==> src/rtl/traffic_light_pkg.sv <==
// Shared state encoding and lamp patterns for the multi-road traffic-light controller.
package traffic_light_pkg;

    typedef enum logic [2:0] {
        ALLRED = 3'd0,
        GREEN  = 3'd1,
        YELLOW = 3'd2,
        FAULT  = 3'd3
    } state_t;

    typedef logic [2:0] ryg_t;

    localparam ryg_t RED = 3'b100;
    localparam ryg_t YEL = 3'b010;
    localparam ryg_t GRN = 3'b001;
    localparam ryg_t OFF = 3'b000;

endpackage

==> src/rtl/tick_prescaler.sv <==
// Divides the system clock down to a one-cycle tick every CLK_DIV cycles.
module tick_prescaler #(
    parameter int CLK_DIV = 10_000_000
) (
    input  logic clk,
    input  logic reset_n,
    input  logic clear,
    output logic tick
);

    localparam int CNT_W = $clog2(CLK_DIV);
    localparam logic [CNT_W-1:0] LAST = CNT_W'(CLK_DIV - 1);

    logic [CNT_W-1:0] cnt;

    assign tick = (cnt == LAST);

    // clear restarts the count so a phase always begins on a fresh tick boundary
    always_ff @(posedge clk or negedge reset_n) begin
        if (!reset_n) begin
            cnt <= '0;
        end else if (clear || tick) begin
            cnt <= '0;
        end else begin
            cnt <= cnt + CNT_W'(1);
        end
    end

endmodule

==> src/rtl/traffic_light_multi.sv <==
// N-road traffic-light controller: road 0 rests in green, sensor-actuated secondaries
// are served in ascending round-robin order, with an all-red flashing fault mode.
module traffic_light_multi
    import traffic_light_pkg::*;
#(
    parameter int NUM_ROADS   = 4,
    parameter int CLK_DIV     = 10_000_000,
    parameter int GREEN_MIN_S = 10,
    parameter int GREEN_MAX_S = 30,
    parameter int YELLOW_S    = 3,
    parameter int ALLRED_S    = 1,
    localparam int ROAD_W     = $clog2(NUM_ROADS)
) (
    input  logic                   clk,
    input  logic                   reset_n,
    input  logic [NUM_ROADS-1:0]   sensor,
    input  logic                   fault,
    output logic [3*NUM_ROADS-1:0] light_RYG,
    output logic [ROAD_W-1:0]      active_road,
    output logic [2:0]             state
);

    localparam int TCNT_W  = $clog2(GREEN_MAX_S + 1);
    localparam int LIGHT_W = 3 * NUM_ROADS;
    localparam logic [TCNT_W-1:0]  TCNT_SAT = '1;
    localparam logic [LIGHT_W-1:0] ALL_RED  = {NUM_ROADS{RED}};
    localparam logic [LIGHT_W-1:0] ALL_OFF  = {NUM_ROADS{OFF}};

    state_t               state_q, state_d;
    logic [NUM_ROADS-1:0] sensor_m, sensor_s;
    logic [NUM_ROADS-1:0] demand, demand_d;
    logic                 fault_m, fault_s;
    logic [TCNT_W-1:0]    tcnt;
    logic [ROAD_W-1:0]    next_road;
    logic                 tick, entering;

    // True when, counting a concurrent tick, at least `ticks` ticks will have elapsed after this edge.
    function automatic logic elapsed(input logic [TCNT_W-1:0] cnt, input logic tk, input int ticks);
        return (int'(cnt) >= ticks) || (tk && (int'(cnt) == ticks - 1));
    endfunction

    function automatic logic [LIGHT_W-1:0] lights_for(input logic [ROAD_W-1:0] road, input ryg_t ryg);
        logic [LIGHT_W-1:0] v;
        v = ALL_RED;
        for (int i = 0; i < NUM_ROADS; i++) begin
            if (i == int'(road)) v[3*i +: 3] = ryg;
        end
        return v;
    endfunction

    // Lowest demanding road above the one just served; secondaries never wrap past road 0.
    function automatic logic [ROAD_W-1:0] pick_next(input logic [ROAD_W-1:0] served,
                                                    input logic [NUM_ROADS-1:0] dem);
        logic [ROAD_W-1:0] r;
        r = '0;
        for (int j = NUM_ROADS - 1; j >= 1; j--) begin
            if (j > int'(served) && dem[j]) r = ROAD_W'(j);
        end
        return r;
    endfunction

    tick_prescaler #(.CLK_DIV(CLK_DIV)) u_prescaler (
        .clk     (clk),
        .reset_n (reset_n),
        .clear   (entering),
        .tick    (tick)
    );

    always_ff @(posedge clk or negedge reset_n) begin
        if (!reset_n) begin
            sensor_m <= '0;
            sensor_s <= '0;
            fault_m  <= 1'b0;
            fault_s  <= 1'b0;
        end else begin
            sensor_m <= sensor;
            sensor_s <= sensor_m;
            fault_m  <= fault;
            fault_s  <= fault_m;
        end
    end

    always_comb begin
        state_d = state_q;
        if (fault_s) begin
            state_d = FAULT;
        end else begin
            case (state_q)
                ALLRED: if (elapsed(tcnt, tick, ALLRED_S)) state_d = GREEN;
                GREEN: begin
                    if (active_road == '0) begin
                        if (elapsed(tcnt, tick, GREEN_MIN_S) && (|demand[NUM_ROADS-1:1]))
                            state_d = YELLOW;
                    end else if (elapsed(tcnt, tick, GREEN_MAX_S) ||
                                 (elapsed(tcnt, tick, GREEN_MIN_S) && !sensor_s[active_road])) begin
                        state_d = YELLOW;
                    end
                end
                YELLOW: if (elapsed(tcnt, tick, YELLOW_S)) state_d = ALLRED;
                default: state_d = ALLRED;
            endcase
        end
        entering = (state_d != state_q);
    end

    // Clearing takes priority over a same-cycle sensor set.
    always_comb begin
        demand_d    = demand | sensor_s;
        demand_d[0] = 1'b0;
        if (entering && state_d == FAULT) begin
            demand_d = '0;
        end else if (entering && state_d == GREEN) begin
            demand_d[next_road] = 1'b0;
        end
    end

    always_ff @(posedge clk or negedge reset_n) begin
        if (!reset_n) begin
            state_q     <= ALLRED;
            active_road <= '0;
            next_road   <= '0;
            demand      <= '0;
            tcnt        <= '0;
            light_RYG   <= ALL_RED;
        end else begin
            state_q <= state_d;
            demand  <= demand_d;
            if (entering) begin
                tcnt <= '0;
            end else if (tick && tcnt != TCNT_SAT) begin
                tcnt <= tcnt + TCNT_W'(1);
            end
            if (entering) begin
                case (state_d)
                    GREEN: begin
                        active_road <= next_road;
                        light_RYG   <= lights_for(next_road, GRN);
                    end
                    YELLOW: light_RYG <= lights_for(active_road, YEL);
                    FAULT: begin
                        active_road <= '0;
                        light_RYG   <= ALL_RED;
                    end
                    default: begin
                        next_road <= (state_q == FAULT) ? '0 : pick_next(active_road, demand);
                        light_RYG <= ALL_RED;
                    end
                endcase
            end else if (state_q == FAULT && tick) begin
                light_RYG <= (light_RYG == ALL_RED) ? ALL_OFF : ALL_RED;
            end
        end
    end

    assign state = state_q;

endmodule

==> config.mk <==
export PLATFORM = sky130hd
export DESIGN_NAME = traffic_light_multi
export DESIGN_NICKNAME = d
export VERILOG_FILES = /design/src/rtl/traffic_light_pkg.sv /design/src/rtl/tick_prescaler.sv /design/src/rtl/traffic_light_multi.sv
export SDC_FILE = /design/constraint.sdc
export NUM_CORES = 1
export LEC_CHECK = 0
export ABC_CLOCK_PERIOD_IN_PS = 3780
export CORE_ASPECT_RATIO = 0.9
export CORE_MARGIN = 4
export CORE_UTILIZATION = 35
export CTS_CLUSTER_DIAMETER = 150
export CTS_CLUSTER_SIZE = 20
export DETAILED_ROUTE_END_ITERATION = 7
export PLACE_DENSITY = 0.62
export SETUP_SLACK_MARGIN = 0.2
export SYNTH_ARGS = -nofsm -noshare
export SYNTH_HDL_FRONTEND = slang
export SYNTH_SLANG_ARGS = --single-unit
==> constraint.sdc <==
create_clock -name clk -period 3.78 [get_ports clk]
set_input_delay 1.134 -clock clk [delete_from_list [all_inputs] [get_ports clk]]
set_output_delay 1.134 -clock clk [all_outputs]
set_load 0.02 [all_outputs]
==> results_dict.tcl <==
set metrics [dict create \
    fin_crit_sh 0.742 \
    seqCellArea_um2 1480 \
    avgSynthCellArea_um2 10.3 \
    netlist_area_um2 3080 \
    drive_gt1_frac 0.107 \
    synth.top_cells.by_count "dfrtp_1 (55), nor2_1 (42), nand2_1 (22), xor2_1 (15), nand3_1 (12)" \
    ys_types 61 \
    worst_slew_pin_slew_ns 0.980 \
    p_per_area_nw_per_um2 407 \
    post-route-min-period_ns 2.81 \
    leakage_uw 0.00149 \
    synth_area_leader_cell "dfrtp_1" \
    num_rows 32 \
    wl_per_cell_um 14.3 \
    peakVddDrop_mv 0.169 \
    yosys-top-cells-area "dfrtp_1 (45%), nor2_1 (5.1%), xor2_1 (4.3%)" \
    drc 0 \
    ys.flop_type "dfrtp_1" \
    place_hpwl_um 4560 \
    wirelength_um 6410 \
    yosysMostFrequentCell "dfrtp_1" \
    ctsRootBufferMaster "clkbuf_8" \
    cts_max_level 3 \
    setup_viol 0 \
    gr-total-overflow 0 \
    synth_fp_nets 313 \
    final_core_util 0.423 \
    clk_path_buf_depth 2 \
    place.gp.congestion 0.917 \
    ctsResizeCount 0 \
    vias 2288 \
    hp-class "register to register" \
    synth-seq-cells 59 \
    synthArstFlopShare 1.00 \
    slew_headroom 0.347 \
    crit_type "register to register" \
    pre_cts_ws_ns 1.01 \
    yosysSeqAreaShare 0.481 \
    die-width_um 107 \
    start_util 0.359 \
    cap_violations 0 \
    final_antenna_net_count 0 \
    place.port_buffers 22 \
    cts_hold_buf 0 \
    hold_viol_final 0 \
    die-area_um2 10400 \
    cp.required_ns 4.00 \
    n_antenna_cell 0 \
    clkSlewWorstSetupHoldPaths_ns 0.07 \
    cp.arrival_ns 3.02 \
    clock_skew_ns 0.0130 \
    critPathMaxFanout 13 \
    dieHeight_um 97.0 \
    status "finished clean" \
    worstSetupEndpointType "register" \
    synth_top_cell_area_share 0.447 \
    io_pins 24 \
    drv_slew 0 \
    first_pass_iters 4 \
    antenna_found_initial 0 \
    layout_setup_ws_ns 0.974 \
    num-fill-cells 851 \
    worstSetupStartpointType "register" \
    grt_first_pass_wirelength_um 11400 \
    cts_tree "done" \
    max_freq_mhz 356 \
    cts_sinks 59 \
    vias_per_cell 5.12 \
    grt.total_usage 0.138 \
    syn2layout_area_growth_pct 17.6 \
    multiInputGateArea_um2 1510 \
    setup_tns_ns 0 \
    post-cts-setup-buffers 0 \
    core_area_um2 8570 \
    drt_iter0_drc 123 \
    cts_buffers 9 \
    synth-edff-count 0 \
    rsz0062_at_grt "no" \
    final_nets 337 \
    grt_max_degree 46 \
    clk-insertion-delay-late_ns 0.34 \
    netlist_instances 300 \
    grt_pass1_vias 2259 \
    yosysWarnings 0 \
]
[placed cells by master, fill, tap and decap left out, types with 8 or more instances in the layout]
cell type,n
a21oi_1,9
a32o_1,11
and3_1,8
clkbuf_8,10
clkdlybuf4s50_1,21
dfrtp_1,55
inv_1,8
nand2_1,22
nand3_1,12
nand4_1,8
nor2_1,42
o21ai_0,11
xnor2_1,10
xor2_1,15
[power breakdown]
group	leakage [uW]	internal [uW]	switching, uW
clock network	0.000102	386	253
logic	0.000610	58.3	85.5
registers	0.000774	656	33.6
total	0.00149	1100	372
[cells by family after synthesis]
logic type | after synthesis | share of synthesized area
AOI/OAI and AO/OA | 52 | 0.130
xor gates and xnor gates | 25 | 0.0711
adders and majority gates | 6 | 0.0244
buffers and inverters | 20 | 0.0297
DFF | 59 | 0.481
muxes | 6 | 0.0195
other | 1 | 0.00122
and+or+nand+nor | 131 | 0.243
[worst max-delay path, cell delays in order (launching register included)]
cell	delay, ns
dfrtp_1	0.38
ha_1	0.19
and3_1	0.30
and4_4	0.30
a41oi_1	0.17
a211oi_2	0.42
nand3b_1	0.19
nand2_1	0.35
a32o_1	0.38
[sequential cells by signal, indices dropped and copies added, names as in the netlist]
signal / flops
active_road: 2
demand: 3
fault_m: 1
fault_s: 1
light_RYG: 12
next_road: 2
sensor_m: 3
sensor_s: 3
state: 3
tcnt: 5
u_prescaler.cnt: 24
[cell type report]
class / instances / area share
multi-input cells: 221 / 0.416
flip-flops and latches: 59 / 0.409
repair buffers: 25 / 0.0657
well taps: 119 / 0.0411
clock buffers: 11 / 0.0390
clock inverters: 4 / 0.0207
inverters: 8 / 0.00829
[per-layer routing]
metal,GRT usage,share of wire,up-vias
li1,-,-,1129
met1,0.201,0.51,1102
met2,0.192,0.43,45
met3,0.0340,0.039,12
met4,0.0659,0.021,0
met5,0,0,-
[per-stage QoR]
stage / cells / total power, uW / hold slack, ns / instance area [um^2]
6_report: 447 / 1470 / 0.348 / 3620
5_1_grt: 447 / 1540 / 0.361 / 3620
4_1_cts: 447 / 1480 / 0.350 / 3620
3_3_place_gp: 432 / 845 / 0.333 / 3400
2_1_floorplan: 300 / 787 / 0.331 / 3080
3_5_place_dp: 432 / 846 / 0.335 / 3400
[final timing paths]
check | startpoint | to | slack (ns) | cells past startpoint
worst min register to register | sensor_m[3] | sensor_s[3] | 0.35 | 0
worst max register to register | u_prescaler.cnt[0] | light_RYG[9] | 0.97 | 8
worst max-delay path | u_prescaler.cnt[0] | light_RYG[9] | 0.97 | 8
max in group asynchronous | reset_n | light_RYG[11] | 2.04 | 2
min in group asynchronous | reset_n | u_prescaler.cnt[15] | 0.96 | 1
worst min-delay path | sensor_m[3] | sensor_s[3] | 0.35 | 0
Note: power is estimated with default switching activity, not from simulation.
